<file path="config.mk">
export PLATFORM = sky130hd
export DESIGN_NAME = seg_scan_driver_flat
export DESIGN_NICKNAME = d
export VERILOG_FILES = /design/src/rtl/seg_pkg.sv /design/src/rtl/seg_scan_driver_if.sv /design/src/rtl/seg7_hex_decode.sv /design/src/rtl/seg_scan_driver.sv /design/src/flat_wrapper.sv
export SDC_FILE = /design/constraint.sdc
export NUM_CORES = 1
export LEC_CHECK = 0
export ABC_AREA = 1
export CELL_PAD_IN_SITES_DETAIL_PLACEMENT = 1
export CELL_PAD_IN_SITES_GLOBAL_PLACEMENT = 2
export CORE_AREA = 2 2 138 140
export CTS_BUF_LIST = sky130_fd_sc_hd__clkbuf_8
export DETAILED_ROUTE_END_ITERATION = 16
export DIE_AREA = 0 0 140 142
export PLACE_DENSITY_LB_ADDON = 0.3
export SKIP_LAST_GASP = 1
export SYNTH_ARGS = -nofsm -noshare
export SYNTH_HDL_FRONTEND = slang
export SYNTH_SLANG_ARGS = --single-unit
</file>
<file path="constraint.sdc">
create_clock -name i_clk -period 3 [get_ports i_clk]
set_input_delay 0.6 -clock i_clk [delete_from_list [all_inputs] [get_ports i_clk]]
set_output_delay 0.6 -clock i_clk [all_outputs]
set_load 0.01 [all_outputs]
</file>
<file path="src/rtl/seg_pkg.sv">
// rtl/seg_pkg.sv - state encoding, segment table and sizing helper for the scan driver
package seg_pkg;

  localparam logic [1:0] ST_OFF = 2'd0;
  localparam logic [1:0] ST_ON  = 2'd1;
  localparam logic [1:0] ST_GAP = 2'd2;

  // Active-high gfedcba patterns, entry n is hex digit n
  localparam logic [15:0][6:0] HEX_SEG = {
    7'h71, 7'h79, 7'h5E, 7'h39, 7'h7C, 7'h77, 7'h6F, 7'h7F,
    7'h07, 7'h7D, 7'h6D, 7'h66, 7'h4F, 7'h5B, 7'h06, 7'h3F
  };

  localparam logic [7:0] SEG_OFF = 8'h00;

  function automatic int clog2(input int value);
    int bits;
    bits = 0;
    for (int i = 0; (1 << i) < value; i++) begin
      bits = i + 1;
    end
    return bits;
  endfunction

endpackage

</file>
<file path="src/rtl/seg_scan_driver_if.sv">
// rtl/seg_scan_driver_if.sv - load handshake carrying one packed hex word and its decimal points
interface seg_scan_driver_if #(
  parameter int NUM_DIGITS = 8
);
  logic                    load_valid;
  logic                    load_ready;
  logic [4*NUM_DIGITS-1:0] load_data;
  logic [NUM_DIGITS-1:0]   load_dp;

  modport master (output load_valid, load_data, load_dp, input load_ready);
  modport slave  (input load_valid, load_data, load_dp, output load_ready);
endinterface

</file>
<file path="src/rtl/seg7_hex_decode.sv">
// rtl/seg7_hex_decode.sv - nibble to active-high gfedcba pattern, with forced blank
module seg7_hex_decode
  import seg_pkg::*;
(
  input  logic [3:0] i_nibble,
  input  logic       i_blank,
  output logic [6:0] o_seg
);

  assign o_seg = i_blank ? 7'h00 : HEX_SEG[i_nibble];

endmodule

</file>
<file path="src/rtl/seg_scan_driver.sv">
// rtl/seg_scan_driver.sv - double-buffered multiplexed seven-segment scanner with dead-time gap
// Optional leading-zero blanking: SEG_LEADING_ZERO_BLANK_EN
module seg_scan_driver
  import seg_pkg::*;
#(
  parameter int NUM_DIGITS     = 8,
  parameter int PRESCALE       = 50000,
  parameter int DEAD_CYCLES    = 2,
  parameter int ACTIVE_LOW_SEG = 1
) (
  input  logic                  i_clk,
  input  logic                  i_rst_n,
  input  logic                  i_enable,
  seg_scan_driver_if.slave      load_if,
  output logic [NUM_DIGITS-1:0] o_digit_sel,
  output logic [7:0]            o_seg,
  output logic                  o_frame_done
);

  localparam int DW   = 4 * NUM_DIGITS;
  localparam int IW   = clog2(NUM_DIGITS);
  localparam int CMAX = (PRESCALE > DEAD_CYCLES) ? PRESCALE : DEAD_CYCLES;
  localparam int CW   = clog2(CMAX + 1);
  localparam logic [CW-1:0] PRE_LAST = CW'(PRESCALE - 1);
  localparam logic [CW-1:0] GAP_LAST = CW'((DEAD_CYCLES > 0) ? DEAD_CYCLES - 1 : 0);
  localparam logic [IW-1:0] IDX_LAST = IW'(NUM_DIGITS - 1);
  localparam logic [NUM_DIGITS-1:0] SEL_IDLE = (ACTIVE_LOW_SEG != 0) ? '1 : '0;
  localparam logic [7:0] SEG_IDLE = (ACTIVE_LOW_SEG != 0) ? ~SEG_OFF : SEG_OFF;

  logic [1:0]            r_state, w_state_nxt;
  logic [CW-1:0]         r_cnt, w_cnt_nxt;
  logic [IW-1:0]         r_idx, w_idx_nxt;
  logic [DW-1:0]         r_act_data, w_act_data_nxt, r_pend_data, w_pend_data_nxt;
  logic [NUM_DIGITS-1:0] r_act_dp, w_act_dp_nxt, r_pend_dp, w_pend_dp_nxt;
  logic                  r_pend_valid, w_pend_valid_nxt;
  logic [NUM_DIGITS-1:0] r_digit_sel, w_digit_sel_nxt;
  logic [7:0]            r_seg, w_seg_nxt;
  logic                  r_frame_done, w_frame_done_nxt;
  logic                  w_xfer, w_blank;
  logic [3:0]            w_nibble;
  logic [6:0]            w_hex;

  assign w_xfer             = load_if.load_valid && load_if.load_ready;
  assign load_if.load_ready = !r_pend_valid;
  assign o_digit_sel        = r_digit_sel;
  assign o_seg              = r_seg;
  assign o_frame_done       = r_frame_done;

  always_ff @(posedge i_clk or negedge i_rst_n) begin
    if (!i_rst_n) begin
      r_state <= ST_OFF;
      r_cnt   <= '0;
      r_idx   <= '0;
    end else begin
      r_state <= w_state_nxt;
      r_cnt   <= w_cnt_nxt;
      r_idx   <= w_idx_nxt;
    end
  end

  always_comb begin
    w_state_nxt = r_state;
    w_cnt_nxt   = r_cnt;
    w_idx_nxt   = r_idx;
    if (!i_enable) begin
      w_state_nxt = ST_OFF;
      w_cnt_nxt   = '0;
      w_idx_nxt   = '0;
    end else begin
      case (r_state)
        ST_OFF: begin
          w_state_nxt = ST_ON;
          w_cnt_nxt   = '0;
          w_idx_nxt   = '0;
        end
        ST_ON: begin
          if (r_cnt == PRE_LAST) begin
            w_cnt_nxt = '0;
            if (DEAD_CYCLES == 0) w_idx_nxt = r_idx + 1'b1;
            else                  w_state_nxt = ST_GAP;
          end else begin
            w_cnt_nxt = r_cnt + 1'b1;
          end
        end
        ST_GAP: begin
          if (r_cnt == GAP_LAST) begin
            w_state_nxt = ST_ON;
            w_cnt_nxt   = '0;
            w_idx_nxt   = r_idx + 1'b1;
          end else begin
            w_cnt_nxt = r_cnt + 1'b1;
          end
        end
        default: begin
          w_state_nxt = ST_OFF;
          w_cnt_nxt   = '0;
          w_idx_nxt   = '0;
        end
      endcase
    end
  end

  // r_frame_done marks the boundary cycle itself, so it doubles as the commit strobe
  always_comb begin
    w_act_data_nxt   = r_act_data;
    w_act_dp_nxt     = r_act_dp;
    w_pend_data_nxt  = r_pend_data;
    w_pend_dp_nxt    = r_pend_dp;
    w_pend_valid_nxt = r_pend_valid;
    if (r_state == ST_OFF || r_frame_done) begin
      if (r_pend_valid) begin
        w_act_data_nxt   = r_pend_data;
        w_act_dp_nxt     = r_pend_dp;
        w_pend_valid_nxt = 1'b0;
      end else if (w_xfer) begin
        w_act_data_nxt = load_if.load_data;
        w_act_dp_nxt   = load_if.load_dp;
      end
    end else if (w_xfer) begin
      w_pend_data_nxt  = load_if.load_data;
      w_pend_dp_nxt    = load_if.load_dp;
      w_pend_valid_nxt = 1'b1;
    end
  end

  assign w_nibble = w_act_data_nxt[4*w_idx_nxt +: 4];
`ifdef SEG_LEADING_ZERO_BLANK_EN
  assign w_blank = (w_idx_nxt != '0) && ((w_act_data_nxt >> (4*w_idx_nxt)) == '0);
`else
  assign w_blank = 1'b0;
`endif

  seg7_hex_decode u_hex_decode (
    .i_nibble (w_nibble),
    .i_blank  (w_blank),
    .o_seg    (w_hex)
  );

  // Outputs are computed from next-state values so the registers line up with r_state
  always_comb begin
    w_digit_sel_nxt = SEL_IDLE;
    w_seg_nxt       = SEG_IDLE;
    if (w_state_nxt == ST_ON) begin
      w_digit_sel_nxt = (NUM_DIGITS'(1) << w_idx_nxt) ^ SEL_IDLE;
      w_seg_nxt       = {w_act_dp_nxt[w_idx_nxt], w_hex} ^ SEG_IDLE;
    end
    if (DEAD_CYCLES == 0)
      w_frame_done_nxt = (w_state_nxt == ST_ON) && (w_idx_nxt == IDX_LAST) && (w_cnt_nxt == PRE_LAST);
    else
      w_frame_done_nxt = (w_state_nxt == ST_GAP) && (w_idx_nxt == IDX_LAST) && (w_cnt_nxt == GAP_LAST);
  end

  always_ff @(posedge i_clk or negedge i_rst_n) begin
    if (!i_rst_n) begin
      r_act_data   <= '0;
      r_act_dp     <= '0;
      r_pend_data  <= '0;
      r_pend_dp    <= '0;
      r_pend_valid <= 1'b0;
      r_digit_sel  <= SEL_IDLE;
      r_seg        <= SEG_IDLE;
      r_frame_done <= 1'b0;
    end else begin
      r_act_data   <= w_act_data_nxt;
      r_act_dp     <= w_act_dp_nxt;
      r_pend_data  <= w_pend_data_nxt;
      r_pend_dp    <= w_pend_dp_nxt;
      r_pend_valid <= w_pend_valid_nxt;
      r_digit_sel  <= w_digit_sel_nxt;
      r_seg        <= w_seg_nxt;
      r_frame_done <= w_frame_done_nxt;
    end
  end

endmodule

</file>
<file path="src/flat_wrapper.sv">
// flat-port wrapper written by rule: the top's interface ports become plain ports
module seg_scan_driver_flat import seg_pkg::*;
#(
  parameter int NUM_DIGITS     = 8,
  parameter int PRESCALE       = 50000,
  parameter int DEAD_CYCLES    = 2,
  parameter int ACTIVE_LOW_SEG = 1
)
  (i_clk, i_rst_n, i_enable, o_digit_sel, o_seg, o_frame_done, load_if_load_valid, load_if_load_data, load_if_load_dp, load_if_load_ready);
  seg_scan_driver_if #(.NUM_DIGITS(NUM_DIGITS)) load_if_i ();
  input  logic i_clk;
  input  logic i_rst_n;
  input  logic i_enable;
  output logic [NUM_DIGITS-1:0] o_digit_sel;
  output logic [7:0] o_seg;
  output logic o_frame_done;
  input wire logic [$bits(load_if_i.load_valid)-1:0] load_if_load_valid;
  input wire logic [$bits(load_if_i.load_data)-1:0] load_if_load_data;
  input wire logic [$bits(load_if_i.load_dp)-1:0] load_if_load_dp;
  output wire logic [$bits(load_if_i.load_ready)-1:0] load_if_load_ready;
  assign load_if_i.load_valid = load_if_load_valid;
  assign load_if_i.load_data = load_if_load_data;
  assign load_if_i.load_dp = load_if_load_dp;
  assign load_if_load_ready = load_if_i.load_ready;
  seg_scan_driver #(.NUM_DIGITS(NUM_DIGITS), .PRESCALE(PRESCALE), .DEAD_CYCLES(DEAD_CYCLES), .ACTIVE_LOW_SEG(ACTIVE_LOW_SEG)) u_core (.i_clk(i_clk), .i_rst_n(i_rst_n), .i_enable(i_enable), .load_if(load_if_i), .o_digit_sel(o_digit_sel), .o_seg(o_seg), .o_frame_done(o_frame_done));
endmodule
</file>
==> impl_metrics.py <==
metrics = {
    "run_status": {
        "run_status": "finished with violations",
        "violations": "design-rule violations",
    },
    "final_layout": {
        "antenna_cells": 0,
        "fillers": 2258,
        "nets": 944,
        "stdcell_count": 1134,
        "area_delta_synth_final_pct": 25.0,
        "multiInputGateArea_um2": 2660,
        "drive_gt1_frac": 0.122,
        "design_area_um2": 7660,
        "seq_area_um2": 3000,
    },
    "placed_design": {
        "io_buffers": 61,
        "placedCellCount": 1095,
        "place_area_um2": 7140,
        "gp_congestion": 0.899,
        "dpl_worst_slack_ns": -0.0587,
        "place_hpwl_mm": 12.8,
    },
    "cts": {
        "cts_sinks": 119,
        "cts-root-buf": "clkbuf_8",
        "cts_buffer_depth": 2,
        "htree_levels": 4,
        "cts_tree": "done",
        "ctsHoldBuffers": 0,
        "cts_buffers": 17,
        "insertion_delay_ns": 0.44,
        "clk_pin_slew_worst_paths_ns": 0.07,
    },
    "global_route": {
        "grt_start_max_net_pins": 81,
        "grt_pass1_wl_mm": 30.4,
        "antenna_found_initial": 0,
        "met3_usage": 0.0424,
        "grt_pass1_vias": 6029,
        "met1_usage": 0.240,
        "grt_use_met2": 0.334,
        "grt-ovfl-total": 0,
        "busiest_layer": "met2",
        "grt_usage": 0.191,
    },
    "sta": {
        "hold_viol_final": 0,
        "finalClockSkew_ns": 0.00773,
        "tightest_slew_ns": 0.787,
        "relSlewSlack": 0.473,
        "period_share": 0.903,
        "finalSetupViolCount": 0,
        "fin_crit_ns": 2.71,
        "layout_setup_ws_ns": 0.290,
        "drv_slew": 0,
        "max_freq_mhz": 369,
    },
    "power": {
        "p_leak_nw": 3.77,
        "ir_drop_uv": 241,
        "pwr_density_cell_nw_per_um2": 565,
        "total_power_mw": 4.33,
    },
    "yosys": {
        "yosys.area.top_type": "dfrtp_1",
        "avgSynthCellArea_um2": 7.59,
        "syn_inst": 807,
        "ys.flop_type": "dfrtp_1",
        "async_reset_ff_frac": 1.00,
        "syn-num-nets": 864,
        "synth_commonest_cells": "268 x nand2_1, 122 x o21ai_0, 103 x dfrtp_1, 95 x inv_1, 48 x nor2_1",
        "yosysTopAreaCellShare": 0.421,
        "synth_edf_count": 0,
        "ys.warnings.count": 0,
        "synthTopCellsByArea": "dfrtp_1 42%, nand2_1 16%, o21ai_0 10%, dfstp_2 6.9%, inv_1 5.8%",
        "seq_area_frac_synth": 0.489,
        "yosysMostFrequentCell": "nand2_1",
        "syn-cell-area_um2": 6130,
        "ys_types": 33,
        "ys_ff_latch": 119,
    },
    "setup_path": {
        "cp-startpoint": "u_core.r_cnt[1]",
        "start_kind": "flop",
        "r2r-start": "u_core.r_cnt[1]",
        "path_class": "reg2reg",
        "reg2reg_depth": 18,
        "end_kind": "flop",
        "cp_max_fo": 14,
        "r2r_end": "u_core.o_seg[4]",
        "cp_data_required_time_ns": 3.33,
        "regToRegSetupSlack_ns": 0.29,
        "critical_path_arrival_ns": 3.04,
    },
    "floorplanning": {
        "dieArea_um2": 19900,
        "core_um2": 18500,
        "fp.dieH_um": 142,
        "die_w_um": 140,
        "boundaryPins": 62,
        "initial_core_util": 0.332,
        "rows": 50,
    },
    "drt": {
        "totalWireLength_mm": 17.9,
        "first_iter_violations": 169,
        "firstDrtPassIters": 11,
        "drc": 4,
        "dr_total_vias": 5497,
        "antenna_left": 0,
        "wl_per_cell_um": 15.8,
        "vias_per_cell": 4.85,
    },
    "hold_path": {
        "worstHoldPathType": "in2async",
    },
    "flow_run": {
        "maxCapViolations": 0,
    },
}
[stage by stage]
stage | util | setup TNS [ns] | hold slack, ns
floorplan | - | 0 | 0.304
global placement | 0.387 | 0 | 0.468
detailed placement | 0.387 | -0.127 | 0.476
CTS | 0.409 | 0 | 0.220
global route | 0.415 | -0.0204 | 0.235
finish | 0.415 | 0 | 0.209
[cell families (layout without fill, tap and decap cells)]
logic type / count (synthesis) / count (layout) / synth area share
buffers and inverters: 133 / 226 / 0.0846
adders and majority gates: 13 / 13 / 0.0266
AOI/OAI and AO/OA: 144 / 144 / 0.124
DFF: 119 / 119 / 0.489
and+or+nand+nor: 390 / 390 / 0.264
xor gates and xnor gates: 8 / 8 / 0.0114
[state kept, by name, indices dropped and copies added (netlist names), 2 cells and up]
name	count
u_core.o_digit_sel	8
u_core.o_seg	8
u_core.r_act_data	32
u_core.r_act_dp	8
u_core.r_cnt	16
u_core.r_idx	3
u_core.r_pend_data	32
u_core.r_pend_dp	8
u_core.r_state	2
[worst max-delay path by stage]
stage | cells past startpoint | slack (ns) | end
finish | 18 | 0.29 | u_core.o_seg[4]
detailed placement | 16 | -0.06 | u_core.o_seg[0]
global route | 19 | -0.007 | u_core.o_seg[3]
global placement | 16 | 0.03 | u_core.o_seg[0]
CTS | 22 | 0.07 | u_core.o_seg[0]
floorplan | 18 | 0.60 | u_core.o_seg[1]
[worst max-delay path: stages, from the launching register on]
cell and delay [ns]:
dfrtp_1 0.41, inv_1 0.07, ha_1 0.13, inv_1 0.04, nor2_1 0.10, nand2_1 0.08
nor2_2 0.13, nand3_2 0.13, a21oi_4 0.26, nand2_8 0.13, buf_4 0.20, nand2_1 0.06
nand2_1 0.07, nand2_1 0.09, nand3_2 0.17, nand2_2 0.22, nand2_1 0.13, nand2_1 0.09
nand3_1 0.08
[layout by cell type (no fill, tap or decap), types with 2 or more instances in the layout]
master / count
o22ai_1: 6
nand3_2: 4
clkdlybuf4s50_1: 60
buf_4: 30
nand3_1: 46
buf_12: 4
bufinv_16: 3
nand2_1: 265
xor2_1: 7
nor2_4: 2
nor3_1: 5
nand2_2: 9
dfrtp_1: 103
o21ai_1: 2
nor2_1: 47
a21oi_1: 6
nand4_1: 6
inv_1: 98
o21ai_0: 122
o21ai_2: 2
nor2_2: 3
dfstp_2: 16
clkbuf_8: 20
ha_1: 11
clkinv_2: 5
inv_2: 2
[power breakdown]
part	internal, mW	leakage [nW]	switching (mW)	total, mW
clock	0.871	0.222	0.655	1.53
sequential	1.86	1.49	0.0970	1.96
combinational	0.322	2.06	0.524	0.846
[timing repair]
action | in CTS | in global routing
resized for setup | 0 | 13
buffers inserted | 0 | 7
endpoints found under the setup margin | 0 | 7
[area by class of cell]
class                      count  area share
inverter                      99      0.0492
clock inverter                12      0.0175
clock buffer                  20      0.0360
multi-input combinational    555       0.348
tap                          234      0.0382
timing repair buffer          95       0.120
sequential                   119       0.392
[layer usage]
metal	wire, um	part of all wire	vias to the layer above
met2	8800	0.49	59
met4	244	0.014	0
met3	529	0.030	19
met5	0	0	-
met1	8300	0.46	2724
li1	-	-	2695
(Power assumes the default switching activity.)
